[src/rtl/seven_seg_scan.sv]
// seven_seg_scan: time-multiplexed scan controller for a four-digit
// seven-segment display. Steps a 2-bit digit index through 0..3, one slot of
// DIV clocks per digit, and drives the matching active-low anode.
//
// Build option: define SEVEN_SEG_BLANK_EN to hold all anodes off for the
// first BLANK cycles of every slot (anti-ghosting). Without the macro the
// BLANK parameter has no effect and an enabled digit is lit for its whole slot.
//
// All outputs are registered and computed from the next-state counter/index,
// so sel, an and tick move together on the same edge.
module seven_seg_scan #(
  parameter int unsigned DIV   = 100000,
  parameter int unsigned BLANK = 1000
) (
  input  logic       clk,
  input  logic       reset,
  input  logic       en,
  input  logic [3:0] digit_en,
  output logic [1:0] sel,
  output logic [3:0] an,
  output logic       tick
);

  localparam int unsigned   CW      = $clog2(DIV);
  localparam logic [CW-1:0] CNT_MAX = CW'(DIV - 1);

`ifdef SEVEN_SEG_BLANK_EN
  localparam bit BLANK_ON = 1'b1;
`else
  localparam bit BLANK_ON = 1'b0;
`endif

  logic [CW-1:0] cnt_q, cnt_d;
  logic [1:0]    sel_q, sel_d;
  logic [3:0]    an_q, an_d;
  logic          tick_q, tick_d;
  logic          blank_w;

  // State register: synchronous reset wins over everything, including en.
  always_ff @(posedge clk) begin
    if (reset) begin
      cnt_q  <= '0;
      sel_q  <= 2'd0;
      an_q   <= 4'b1111;
      tick_q <= 1'b0;
    end else begin
      cnt_q  <= cnt_d;
      sel_q  <= sel_d;
      an_q   <= an_d;
      tick_q <= tick_d;
    end
  end

  // Next slot counter / digit index; counter and index freeze while en=0.
  always_comb begin
    cnt_d  = cnt_q;
    sel_d  = sel_q;
    tick_d = 1'b0;
    if (en) begin
      if (cnt_q == CNT_MAX) begin
        cnt_d  = '0;
        sel_d  = sel_q + 2'd1;
        tick_d = 1'b1;
      end else begin
        cnt_d = cnt_q + CW'(1);
      end
    end
  end

  // Anode drive from next-state values: lit only for an enabled digit outside
  // the blank window. A masked digit still consumes its slot, keeping the
  // refresh rate constant.
  always_comb begin
    blank_w = BLANK_ON && (32'(cnt_d) < BLANK);
    an_d    = 4'b1111;
    if (en && digit_en[sel_d] && !blank_w) begin
      an_d = ~(4'b0001 << sel_d);
    end
  end

  assign sel  = sel_q;
  assign an   = an_q;
  assign tick = tick_q;

endmodule
[config.mk]
export PLATFORM = sky130hd
export DESIGN_NAME = seven_seg_scan
export DESIGN_NICKNAME = d
export VERILOG_FILES = /design/src/rtl/seven_seg_scan.sv
export SDC_FILE = /design/constraint.sdc
export NUM_CORES = 1
export LEC_CHECK = 0
export CAP_MARGIN = 25
export CELL_PAD_IN_SITES_DETAIL_PLACEMENT = 1
export CELL_PAD_IN_SITES_GLOBAL_PLACEMENT = 2
export CORE_MARGIN = 2
export CORE_UTILIZATION = 27
export CTS_BUF_LIST = sky130_fd_sc_hd__clkbuf_4 sky130_fd_sc_hd__clkbuf_8 sky130_fd_sc_hd__clkbuf_16
export DETAILED_ROUTE_END_ITERATION = 7
export PLACE_DENSITY = 0.66
export SLEW_MARGIN = 20
export SYNTH_ARGS = -nofsm -noshare
export SYNTH_HDL_FRONTEND = slang
export SYNTH_SLANG_ARGS = --single-unit
[constraint.sdc]
create_clock -name clk -period 1.66 [get_ports clk]
set_input_delay 0.498 -clock clk [delete_from_list [all_inputs] [get_ports clk]]
set_output_delay 0.498 -clock clk [all_outputs]
set_load 0.03 [all_outputs]
==> metrics.yaml <==
status:
  outcome: "completed"
placed_design:
  postPlaceCellArea_um2: 1450
  place_ws_ns: -0.428
  gp_congestion: 0.756
  place_inst: 202
  port_buffers: 13
  dpl.hpwl_um: 2190
grt:
  grt_util_all_layers: 0.138
  grt_pass1_vias: 1013
  grt_max_degree: 15
  grt_pass1_wl_um: 4690
  grt-ovfl-total: 0
  antenna_found_initial: 0
clock_network:
  clkLatencyLatePin_ns: 0.27
  clockBufferDepth: 2
  post-cts-setup-buffers: 0
  htreeDepth: 1
  clk_root_buffer_cell: "clkbuf_8"
  hold_buffers: 0
  clk_pin_slew_worst_paths_ns: 0.08
  cts_buffers: 3
  cts_tree: "done"
  cts_sinks: 24
synthesis:
  synth_cells: 122
  avgSynthCellArea_um2: 9.12
  synth_edf_count: 0
  ys_top_cells_by_area: "dfxtp_1 43%, xnor2_1 10%, nor2_1 8.1%, nand4_1 5.6%, nand2_1 3.4%"
  ys.warnings.count: 0
  async_reset_ff_frac: 0
  synth.distinct_cells: 26
  synthFlopType: "dfxtp_1"
  yosys.area.top_type: "dfxtp_1"
  syn_area_um2: 1110
  yosysSeqAreaShare: 0.432
  ys_seq_elements: 24
  synth_fp_nets: 130
  synth_top_area_share: 0.432
die:
  rows: 23
  die-area_um2: 4650
  ioPinCount: 14
  start_util: 0.280
  die_height_um: 68.2
  core_um2: 3970
  die_x_um: 68.2
power_and_ir_drop:
  powerDensity_nw_per_um2: 658
  p_leak_uw: 0.000517
  irDropWorstVdd_v: 0.000330
hold_path:
  hold_class: "reg2reg"
setup_path:
  arrival_ns: 1.73
  setup.worst_path.class: "reg2reg"
  critical_path.max_stage_delay_ns: 0.35
  critPathLaunchType: "register"
  worstPathMaxFanout: 4
  worstPathCellList: "ha_2 > nand4_1 > buf_4 > nor3_1 > xnor2_1 > nor2_1"
  crit_slowest_cell: "dfxtp_1"
  crit_path_end_kind: "register"
  critPathRequiredTime_ns: 1.83
sta:
  timing.final.hold_violations: 0
  fin_skew_ns: 0.00484
  post-route-period-util: 0.940
  min_period_ns: 1.56
  worstMarginPinSlew_ns: 0.352
  timing.slew.headroom: 0.763
  slew_violations: 0
  setup_ws_ns: 0.0997
  hold-worst-slack_ns: 0.521
  rsz0062_at_grt: "false"
  fmax_mhz: 641
  finalSetupViolCount: 0
layout:
  post-route-util: 0.383
  antenna_cells: 0
  regArea_um2: 482
  syn_to_final_growth_pct: 36.7
  nets: 165
  fin_cells: 205
  final_common_cell: "nor2_1"
  layout-drive-gt1-share: 0.252
  fillers: 466
  stdcell_area_um2: 1520
  multiInputGateArea_um2: 642
  layout_common_cells: "24 x nor2_1, 23 x dfxtp_1, 21 x buf_4"
drt:
  vias: 988
  routed_wl_um: 2840
  drtPass1Iterations: 4
  drtAntennaViolNets: 0
  vias_per_cell: 4.82
  drc: 0
  drt_iter0_drc: 20
  wl_per_cell_um: 13.9
job:
  cap_violations: 0
-- timing repair --
action	in CTS	in global routing
pin swaps	1	2
resized for setup	11	5
endpoints found under the setup margin	26	23
-- registers in the layout, summed over array words and instances (netlist names) --
register / flops
cnt_q: 17
tick: 1
an: 4
sel: 2
-- per-layer routing --
metal | share of wire | vias to the layer above | wire length (um) | track usage
met4 | 0.013 | 0 | 36 | 0.0525
met1 | 0.43 | 480 | 1230 | 0.151
met5 | 0 | - | 0 | 0
met2 | 0.52 | 15 | 1470 | 0.262
met3 | 0.038 | 4 | 108 | 0.0214
li1 | - | 489 | - | -
-- metrics by stage --
step / total power (uW) / setup TNS [ns]
after global placement: 667 / -6.73
final: 1000 / 0
after global routing: 1050 / 0
after CTS: 1020 / 0
after floorplan: 630 / 0
after detailed placement: 672 / -7.66
-- critical path, delay by kind of cell (launching register included) --
kind / cells / cell delay [ns]
DFF: 1 / 0.35
xor gates and xnor gates: 1 / 0.15
buffers and inverters: 1 / 0.24
adders and majority gates: 1 / 0.20
and+or+nand+nor: 3 / 0.53
-- layout make-up --
class                   instances  area share
multi-input cells              93       0.422
flip-flops and latches         24       0.317
repair buffers                 34       0.190
well taps                      50      0.0412
clock buffers                   3      0.0272
inverters                       1     0.00247
-- logic make-up (layout without fill, tap and decap cells) --
family                     Yosys count  in the layout  synth area share
adders and majority gates            1              1            0.0112
and+or+nand+nor                     68             68             0.322
DFF                                 24             24             0.432
buffers and inverters                5             38            0.0236
xor gates and xnor gates            16             16             0.126
AOI/OAI and AO/OA                    1              1            0.0169
muxes                                7              7            0.0686
-- path summary, 6_finish.rpt --
| kind | cells after the start | slack, ns | startpoint | to |
|---|---|---|---|---|
| setup / recovery | 6 | 0.1 | cnt_q[0] | cnt_q[10] |
| hold / removal | 2 | 0.52 | cnt_q[1] | cnt_q[1] |
| setup reg to reg | 6 | 0.1 | cnt_q[0] | cnt_q[10] |
| hold reg to reg | 2 | 0.52 | cnt_q[1] | cnt_q[1] |
-- Yosys cell counts (all sizes together), types with 2 or more instances --
cell type,instances
nand3,4
buf,3
dfxtp,24
xor2,3
nor4,5
nor4b,2
nor2b,3
mux2i,2
nor2,25
nand4,10
nor3,6
xnor2,13
mux2,5
nand2,10
-- report_power, final --
part           internal (uW)  total [uW]  leakage (uW)  switching [uW]
Combinational           39.1        71.0      0.000301            32.0
Clock                    162         344     0.0000216             182
Sequential               582         586      0.000194            4.16
Total                    783        1000      0.000517             218
(Power assumes the default switching activity.)
